$ cat src/rtl/apb_pkg.sv
// Shared types for the APB requester: FSM state encoding and command/response records.
package apb_pkg;

    localparam int unsigned APB_ADDR_W = 8;
    localparam int unsigned APB_DATA_W = 32;

    typedef enum logic [1:0] {
        IDLE   = 2'd0,
        SETUP  = 2'd1,
        ACCESS = 2'd2,
        RESP   = 2'd3
    } apb_req_state_e;

    typedef struct packed {
        logic                  write;
        logic [APB_ADDR_W-1:0] addr;
        logic [APB_DATA_W-1:0] wdata;
    } apb_cmd_t;

    typedef struct packed {
        logic [APB_DATA_W-1:0] rdata;
        logic                  err;
        logic                  timeout;
    } apb_rsp_t;

endpackage

$ cat src/rtl/apb_timeout_counter.sv
// Counts ACCESS wait cycles; expired fires on the cycle whose PREADY=0 would bring the count
// to TIMEOUT. TIMEOUT=0 disables expiry.
module apb_timeout_counter #(
    parameter int unsigned TIMEOUT = 16
) (
    input  logic PCLK,
    input  logic PRESETn,
    input  logic clear,
    input  logic enable,
    output logic expired
);

    localparam int unsigned CntW = (TIMEOUT > 0) ? $clog2(TIMEOUT + 1) : 1;

    logic [CntW-1:0] count_q, count_d;

    always_comb begin
        count_d = count_q;
        if (clear) begin
            count_d = '0;
        end else if (enable) begin
            count_d = count_q + 1'b1;
        end
    end

    always_ff @(posedge PCLK or negedge PRESETn) begin
        if (!PRESETn) begin
            count_q <= '0;
        end else begin
            count_q <= count_d;
        end
    end

    assign expired = (TIMEOUT != 0) && enable && (count_q == CntW'(TIMEOUT - 1));

endmodule

$ cat src/rtl/apb_requester.sv
// APB3 requester: accepts one command at a time, runs SETUP/ACCESS, returns one response.
module apb_requester
    import apb_pkg::*;
#(
    parameter int unsigned ADDR_W  = 8,
    parameter int unsigned DATA_W  = 32,
    parameter int unsigned TIMEOUT = 16
) (
    input  logic              PCLK,
    input  logic              PRESETn,
    input  logic              cmd_valid,
    output logic              cmd_ready,
    input  logic              cmd_write,
    input  logic [ADDR_W-1:0] cmd_addr,
    input  logic [DATA_W-1:0] cmd_wdata,
    output logic              rsp_valid,
    input  logic              rsp_ready,
    output logic [DATA_W-1:0] rsp_rdata,
    output logic              rsp_err,
    output logic              rsp_timeout,
    output logic              PSEL,
    output logic              PENABLE,
    output logic              PWRITE,
    output logic [ADDR_W-1:0] PADDR,
    output logic [DATA_W-1:0] PWDATA,
    input  logic [DATA_W-1:0] PRDATA,
    input  logic              PREADY,
    input  logic              PSLVERR
);

    apb_req_state_e    state_q, state_d;
    logic              pwrite_q, pwrite_d;
    logic [ADDR_W-1:0] paddr_q, paddr_d;
    logic [DATA_W-1:0] pwdata_q, pwdata_d;
    logic [DATA_W-1:0] rdata_q, rdata_d;
    logic              err_q, err_d;
    logic              tmo_q, tmo_d;
    logic              cnt_clear, cnt_en, expired;

    always_comb begin
        state_d   = state_q;
        pwrite_d  = pwrite_q;
        paddr_d   = paddr_q;
        pwdata_d  = pwdata_q;
        rdata_d   = rdata_q;
        err_d     = err_q;
        tmo_d     = tmo_q;
        cnt_clear = 1'b1;
        cnt_en    = 1'b0;
        unique case (state_q)
            IDLE: begin
                if (cmd_valid) begin
                    state_d  = SETUP;
                    pwrite_d = cmd_write;
                    paddr_d  = cmd_addr;
                    pwdata_d = cmd_write ? cmd_wdata : '0;
                end
            end
            SETUP: state_d = ACCESS;
            ACCESS: begin
                cnt_clear = 1'b0;
                cnt_en    = !PREADY;
                if (PREADY) begin
                    state_d = RESP;
                    rdata_d = pwrite_q ? '0 : PRDATA;
                    err_d   = PSLVERR;
                    tmo_d   = 1'b0;
                end else if (expired) begin
                    state_d = RESP;
                    rdata_d = '0;
                    err_d   = 1'b1;
                    tmo_d   = 1'b1;
                end
            end
            RESP: begin
                if (rsp_ready) begin
                    state_d = IDLE;
                end
            end
            default: state_d = IDLE;
        endcase
    end

    always_ff @(posedge PCLK or negedge PRESETn) begin
        if (!PRESETn) begin
            state_q  <= IDLE;
            pwrite_q <= 1'b0;
            paddr_q  <= '0;
            pwdata_q <= '0;
            rdata_q  <= '0;
            err_q    <= 1'b0;
            tmo_q    <= 1'b0;
        end else begin
            state_q  <= state_d;
            pwrite_q <= pwrite_d;
            paddr_q  <= paddr_d;
            pwdata_q <= pwdata_d;
            rdata_q  <= rdata_d;
            err_q    <= err_d;
            tmo_q    <= tmo_d;
        end
    end

    apb_timeout_counter #(
        .TIMEOUT(TIMEOUT)
    ) u_timeout (
        .PCLK   (PCLK),
        .PRESETn(PRESETn),
        .clear  (cnt_clear),
        .enable (cnt_en),
        .expired(expired)
    );

    // Gated by reset so every output reads 0 while PRESETn is asserted.
    assign cmd_ready   = (state_q == IDLE) && PRESETn;
    assign PSEL        = (state_q == SETUP) || (state_q == ACCESS);
    assign PENABLE     = (state_q == ACCESS);
    assign PWRITE      = pwrite_q;
    assign PADDR       = paddr_q;
    assign PWDATA      = pwdata_q;
    assign rsp_valid   = (state_q == RESP);
    assign rsp_rdata   = rdata_q;
    assign rsp_err     = err_q;
    assign rsp_timeout = tmo_q;

endmodule

$ cat config.mk
export PLATFORM = sky130hd
export DESIGN_NAME = apb_requester
export DESIGN_NICKNAME = d
export VERILOG_FILES = /design/src/rtl/apb_pkg.sv /design/src/rtl/apb_timeout_counter.sv /design/src/rtl/apb_requester.sv
export SDC_FILE = /design/constraint.sdc
export NUM_CORES = 1
export LEC_CHECK = 0
export ABC_AREA = 1
export CORE_MARGIN = 2
export CORE_UTILIZATION = 45
export CTS_CLUSTER_SIZE = 12
export DETAILED_ROUTE_END_ITERATION = 8
export PLACE_DENSITY = 0.91
export SYNTH_ARGS = -nofsm -noshare
export SYNTH_HDL_FRONTEND = slang
export SYNTH_SLANG_ARGS = --single-unit
$ cat constraint.sdc
create_clock -name PCLK -period 3.2 [get_ports PCLK]
set_input_delay 0.96 -clock PCLK [delete_from_list [all_inputs] [get_ports PCLK]]
set_output_delay 0.96 -clock PCLK [all_outputs]
set_load 0.1 [all_outputs]
==> Word level (Yosys, flattened, before mapping) <==
Cells that the tools add are included.
{ "totals": {"word_cells": 41, "in_bits": 79, "reg_bits": 82} }
{ "classes": {"n_addsub": 1, "reduce_logical": 9, "muxes": 15, "n_eq_ne": 8} }
{ "ops": {"columns": ["op", "count"], "rows": [
  ["32-bit 2-to-1 mux", 4],
  ["5-bit 2-to-1 mux", 2],
  ["2-bit 2-to-1 mux", 4],
  ["2-bit one-hot mux with 4 select lines", 1],
  ["5-bit by 1-bit adder with 5-bit output, second input constant", 1],
  ["5-bit by 4-bit == test with 1-bit output, second input constant", 1],
  ["2-bit == test, second input constant", 2],
  ["1-bit 2-to-1 mux", 4],
  ["2-bit by 1-bit inequality test with 1-bit output, second input constant", 2],
  ["2-bit AND reduction", 2],
  ["3-bit by 1-bit inequality test with 1-bit output, second input constant", 1],
  ["3-bit AND reduction", 1],
  ["2-bit by 1-bit == test with 1-bit output, second input constant", 1],
  ["1-bit logical AND", 2],
  ["2-bit logical NOT", 1],
  ["2-bit inequality test, second input constant", 1],
  ["2-bit nonzero test", 1],
  ["1-bit logical NOT", 1],
  ["1-bit logical OR", 1]
]} }

==> Depth between registers and ports, before layout <==
Gate-level depths: netlist of the first run.
{ "logic_depth": {"word_depth": 6, "mapped_depth": 9} }

==> By module <==
A second synthesis of the first run with hierarchy kept.
{ "unflattened": {"hier_cells": 386, "area_unflattened_um2": 3440.8} }
{ "modules_own_cells": {"columns": ["mod", "area_each_um2", "n_inst", "cells_each"], "rows": [
  ["apb_requester", 3143.0, 1, 353],
  ["apb_timeout_counter", 297.8, 1, 33]
]} }

==> Worst setup path after synthesis of the first run <==
No wires, ideal clock.
{ "synth_path": {"kind": "input-to-output", "startpoint": "input port PRESETn", "endpoint": "output port cmd_ready", "path_buffers": 0, "cell_stages": 2, "slack_ps": 653, "t_arrival_ps": 1587, "cell_sequence": "nand2_1 > inv_1"} }
{ "synth_via": {"elab_chain_cells": 1} }
{ "synth_rtl": {"columns": ["element", "line_no", "text"], "rows": [
  ["start: declaration", "apb_requester.sv:10", "input logic PRESETn,"],
  ["1-bit logical AND", "apb_requester.sv:115", "assign cmd_ready = (state_q == IDLE) && PRESETn;"],
  ["end: declaration", "apb_requester.sv:12", "output logic cmd_ready,"]
]} }
Every way passes these cells.

==> Worst setup path after layout of the first run <==
{ "layout_path": {"startpoint": "register state_q[0]", "endpoint": "output port PENABLE"} }
{ "layout_via": {"elab_chain_cells": 1} }
{ "layout_rtl": {"columns": ["element", "line_no", "text"], "rows": [
  ["start: declaration", "apb_requester.sv:31", "apb_req_state_e state_q, state_d;"],
  ["start signal: assignment", "apb_requester.sv:94", "state_q <= state_d;"],
  ["2-bit == test", "apb_requester.sv:117", "assign PENABLE = (state_q == ACCESS);"],
  ["end: declaration", "apb_requester.sv:22", "output logic PENABLE,"]
]} }
Every way passes these cells.

==> flow_summary_export.csv, run 1 <==
group,metric,value,unit
outcome,status,"finished clean",
routing,drc,0,
yosys,syn_area,3450,sq um
grt,overflow,0,
yosys,yosysWarnings,0,
placed_design,port_buffers,157,
yosys,syn_inst,385,
grt,grt_antenna_before_repair,0,
clock_tree,clock-sinks,82,
sta,max_slew_margin,0.311,
grt,grt_pass1_wl,15.0,mm
sta,finalCritPeriodShare,0.800,
grt,grt_usage,0.221,
placed_design,place_area,4840,sq um
clock_tree,cts_buffers,9,
routing,routed_wirelength,9.14,mm
clock_tree,postCtsSetupBuffers,0,
yosys,synth_area_per_cell,8.96,sq um
yosys,synth_cell_types,18,
worst_hold_path,hp-class,"reg2reg",
sta,drv_slew,0,
cells_and_area,diodes,0,
sta,fin_skew,0.00919,ns
cells_and_area,design_area,5060,sq um
cells_and_area,drive_above_1_share,0.190,
sta,fin_crit,2.56,ns
sta,finalSetupViolations,0,
critical_path,cp-end-kind,"output port",
cells_and_area,fillerInstances,541,
yosys,synth_mux_area_frac,0,
sta,fmax,390,MHz
routing,wl_per_cell,14.4,um
yosys,ys_seq_area_frac,0.595,
sta,setup_slack,0.639,ns
placed_design,post-dp-hpwl,6.42,mm
flow_run,cap_violations,0,
clock_tree,clkSlewWorstSetupHoldPaths,0.08,ns
yosys,synthXorXnorAreaFrac,0,
clock_tree,cts.repair.resized,0,
cells_and_area,area_growth,46.6,%
critical_path,crit_fanout,9,
die,die-height,91.6,um
clock_tree,cts_buffer_depth,2,
critical_path,arrival,1.60,ns
yosys,synth_simple_gate_area_share,0.267,
routing,viasPerCell,4.94,
cells_and_area,num-nets-final,617,
critical_path,cp_cell_sequence,"inv_1 -> ha_1 -> buf_4",
grt,grt_max_degree,83,
yosys,ys_ff_latch,82,
critical_path,cp_num_buf_inv,2,
placed_design,place_congestion,0.825,
die,fp.dieArea,8380,sq um
critical_path,start_kind,"register",
routing,dr_total_vias,3142,
clock_tree,cts_max_level,3,
clock_tree,worstSkewPairLatency,0.33,ns
yosys,synth_top_family_by_area,"simple AND/OR/NAND/NOR gates",
sta,rsz0062_at_grt,"no",
routing,drtIter0Drc,110,
critical_path,slowest_delay,0.41,ns
yosys,synth_fa_ha_area_frac,0.0218,
critical_path,worstPathRequired,2.24,ns
cells_and_area,final_common_cell,"nand2_1",
yosys,synth-compound-area-share,0.0569,
clock_tree,cts_root_buf,"clkbuf_8",
grt,grt_pass1_vias,3126,
critical_path,crit_family,"buffers and inverters",
placed_design,dp_cells,620,
sta,setup_tns,0,ns
clock_tree,cts_tree,"yes",
die,fp.coreArea,7330,sq um
die,start_util,0.471,
die,ioPinCount,158,
critical_path,crit_slowest_cell,"dfrtp_1",
routing,drtPass1Iterations,4,
die,die_x,91.6,um
yosys,syn_nets,470,
sta,worst_slew_pin_slew,1.03,ns
critical_path,critical_path_class,"reg2out",
clock_tree,hold_buffers,0,
placed_design,pre_cts_slack,0.604,ns
routing,drtAntennaViolNets,0,
die,num_rows,31,
cells_and_area,final_cell_mix,"140 x nand2_1, 82 x dfrtp_1, 82 x buf_4",
sta,hold_viol_final,0,
cells_and_area,layout.cells.non_filler,636,
## stage by stage
stage	hold WS, ns	utilization
2_1_floorplan	0.467	-
3_3_place_gp	0.468	0.660
3_5_place_dp	0.471	0.660
4_1_cts	0.493	0.690
5_1_grt	0.518	0.690
6_report	0.489	0.690
## metal layers
metal | up-vias | track usage | routed length (um)
li1 | 1533 | - | -
met5 | - | 0 | 0
met4 | 0 | 0.0795 | 109
met3 | 12 | 0.0523 | 547
met2 | 125 | 0.357 | 4460
met1 | 1472 | 0.291 | 4030
## flip-flops by register name (all words and copies together) (netlist names)
name / cells
PWDATA: 32
rsp_rdata: 32
PADDR: 8
u_timeout.count_q: 5
state_q: 2
PWRITE: 1
rsp_err: 1
rsp_timeout: 1
## cell usage after synthesis
cell type	instances	area (sq um)
inv_2	1	3.75
dfrtp_1	82	2050
o21ai_0	36	180
inv_4	1	6.26
buf_4	2	15.0
nand3_1	67	335
inv_1	14	52.6
o22ai_1	1	6.26
buf_2	13	65.1
buf_6	4	45.0
nand2_2	2	12.5
nor2_1	6	22.5
nand2_4	1	11.3
clkbuf_1	5	18.8
nand4_1	2	12.5
a21oi_1	2	10.0
ha_1	6	75.1
nand2_1	140	526
## kinds of logic after synthesis
logic type,Yosys count
DFF,82
adders and majority gates,6
AOI/OAI and AO/OA,39
and+or+nand+nor,218
buffers and inverters,40
## final timing paths
| kind | slack [ns] | startpoint | cells past startpoint | endpoint |
|---|---|---|---|---|
| setup / recovery | 0.64 | state_q[0] | 3 | PENABLE |
| hold / removal | 0.49 | PADDR[5] | 2 | PADDR[5] |
| setup reg to reg | 1.24 | state_q[0] | 6 | rsp_rdata[29] |
| hold reg to reg | 0.49 | PADDR[5] | 2 | PADDR[5] |
| max in group asynchronous | 1.65 | PRESETn | 2 | rsp_rdata[14] |
| min in group asynchronous | 0.89 | PRESETn | 2 | state_q[0] |
## cell type report
cell class | count | area, sq um | share of cell area
Sequential cell | 82 | 2050 | 0.406
Timing Repair Buffer | 160 | 1410 | 0.278
Multi-Input combinational cell | 263 | 1190 | 0.236
Clock buffer | 12 | 145 | 0.0287
Tap cell | 99 | 124 | 0.0245
Clock inverter | 4 | 75.1 | 0.0148
Inverter | 16 | 62.6 | 0.0124
## tightest hold or removal path, cell delays in order, from the launching register on
cell and delay (ns):
dfrtp_1 0.36, nand2_1 0.05, nand2_1 0.05
Power of run 1 is left out: the tool's default activity adds up to more than one toggle a clock period on the data nets, which glitch-free logic cannot reach.
==> run 2: changes to the inputs <==
--- a/config.mk
+++ b/config.mk
@@ -7,10 +7,10 @@
 export LEC_CHECK = 0
 export ABC_AREA = 1
 export CORE_MARGIN = 2
-export CORE_UTILIZATION = 45
+export CORE_UTILIZATION = 41
 export CTS_CLUSTER_SIZE = 12
 export DETAILED_ROUTE_END_ITERATION = 8
-export PLACE_DENSITY = 0.91
+export PLACE_DENSITY = 0.84
 export SYNTH_ARGS = -nofsm -noshare
 export SYNTH_HDL_FRONTEND = slang
 export SYNTH_SLANG_ARGS = --single-unit
==> constraint.sdc (replaced) <==
create_clock -name PCLK -period 2.4 [get_ports PCLK]
set_input_delay 0.72 -clock PCLK [delete_from_list [all_inputs] [get_ports PCLK]]
set_output_delay 0.72 -clock PCLK [all_outputs]
set_load 0.1 [all_outputs]
==> flow_summary_export.csv, run 2 (synthesis gave the netlist of run 1 again) <==
group,metric,value,unit
routing,drc,0,
routing,drtAntennaViolNets,0,
die,ioPinCount,158,
die,fp.coreArea,8180,sq um
grt,grt_max_degree,81,
placed_design,post-dp-hpwl,6.56,mm
cells_and_area,final_cell_mix,"140 x nand2_1, 88 x buf_4, 82 x dfrtp_1",
die,fp.dieArea,9160,sq um
sta,rsz0062_at_grt,"no",
critical_path,crit_fanout,3,
clock_tree,cts_tree,"yes",
placed_design,port_buffers,157,
sta,fin_crit,2.16,ns
die,start_util,0.422,
clock_tree,worstSkewPairLatency,0.35,ns
critical_path,arrival,1.44,ns
cells_and_area,fillerInstances,665,
clock_tree,cts_buffers,9,
sta,worst_slew_pin_slew,0.983,ns
placed_design,place_congestion,0.746,
grt,grt_usage,0.205,
flow_run,cap_violations,0,
clock_tree,cts.repair.resized,0,
sta,fin_skew,0.0113,ns
critical_path,cp_cell_sequence,"inv_1 -> ha_1 -> nand2_1 -> inv_1 -> buf_12",
clock_tree,postCtsSetupBuffers,0,
routing,dr_total_vias,3109,
routing,drtPass1Iterations,7,
outcome,status,"finished clean",
cells_and_area,diodes,0,
die,die-height,95.7,um
routing,routed_wirelength,9.02,mm
die,die_x,95.7,um
grt,top_usage_layer,"met2",
critical_path,cp-end-kind,"output port",
clock_tree,cts_root_buf,"clkbuf_8",
routing,drtIter0Drc,67,
sta,hold_viol_final,0,
placed_design,dp_cells,635,
critical_path,crit_slowest_cell,"dfrtp_1",
grt,grt_use_met3,0.0666,
sta,max_slew_margin,0.345,
grt,grt_antenna_before_repair,0,
grt,grt_pass1_vias,3089,
worst_hold_path,hp-class,"in2async",
sta,setup_tns,0,ns
clock_tree,clock-sinks,82,
clock_tree,cts_max_level,3,
cells_and_area,area_growth,50.2,%
sta,drv_slew,0,
critical_path,worstPathRequired,1.68,ns
critical_path,slowest_delay,0.41,ns
sta,finalCritPeriodShare,0.901,
critical_path,critical_path.most_common_cell,"inv_1",
cells_and_area,num-nets-final,626,
critical_path,critical_path_class,"reg2out",
grt,grtUsageMet1,0.247,
cells_and_area,drive_above_1_share,0.204,
clock_tree,clkSlewWorstSetupHoldPaths,0.08,ns
routing,viasPerCell,4.78,
die,num_rows,33,
cells_and_area,final_common_cell,"nand2_1",
grt,overflow,0,
sta,fmax,463,MHz
clock_tree,hold_buffers,0,
grt,grt_pass1_wl,14.3,mm
grt,met2_usage,0.348,
cells_and_area,layout.cells.non_filler,650,
sta,finalSetupViolations,0,
critical_path,start_kind,"register",
clock_tree,cts_buffer_depth,2,
routing,wl_per_cell,13.9,um
[run 2: cell types whose count changed in the layout (fill, tap and decap cells not counted)]
cell,delta
buf_4,+6
buf_12,+3
clkinvlp_4,-2
bufinv_16,+1
clkbuf_1,-1
clkbuf_8,-1
clkinv_2,+1
clkinv_4,+1
[run 2: final timing paths]
kind,startpoint,cells after the start,slack (ns),endpoint
max,state_q[0],5,0.24,cmd_ready
max in group asynchronous,PRESETn,2,1.10,PADDR[3]
min,PRESETn,1,0.15,rsp_rdata[10]
min reg2reg,PADDR[6],2,0.49,PADDR[6]
min in group PCLK,PADDR[6],2,0.49,PADDR[6]
max reg2reg,state_q[0],7,0.67,rsp_rdata[0]
[run 2: final cells by class]
type / instances / area (sq um) / area share
clock buffer: 10 / 128 / 0.0246
clock inverter: 5 / 104 / 0.0200
inverter: 16 / 62.6 / 0.0121
multi-input combinational: 263 / 1190 / 0.230
sequential: 82 / 2050 / 0.396
tap: 105 / 131 / 0.0254
timing repair buffer: 169 / 1510 / 0.292
[run 2: per-stage QoR]
stage                      util  hold slack, ns  worst slack [ns]  area (sq um)
after global routing      0.634           0.129             0.156          5180
after CTS                 0.634           0.142             0.233          5180
after detailed placement  0.605           0.467             0.296          4950
final                     0.634           0.151             0.238          5180
after global placement    0.605           0.468             0.364          4950
after floorplan               -           0.424             0.333          3450
[run 2: worst max-delay path, delay by kind of cell (launching register included)]
kind                       cells  cell delay, ns
and+or+nand+nor                1            0.07
DFF                            1            0.41
adders and majority gates      1            0.22
buffers and inverters          3            0.39
[run 2: routing by layer]
metal / routed length, um / part of all wire
met3: 829 / 0.092
met1: 3860 / 0.43
met2: 4210 / 0.47
met4: 120 / 0.013
met5: 0 / 0
Power of run 2 is left out for the same reason.
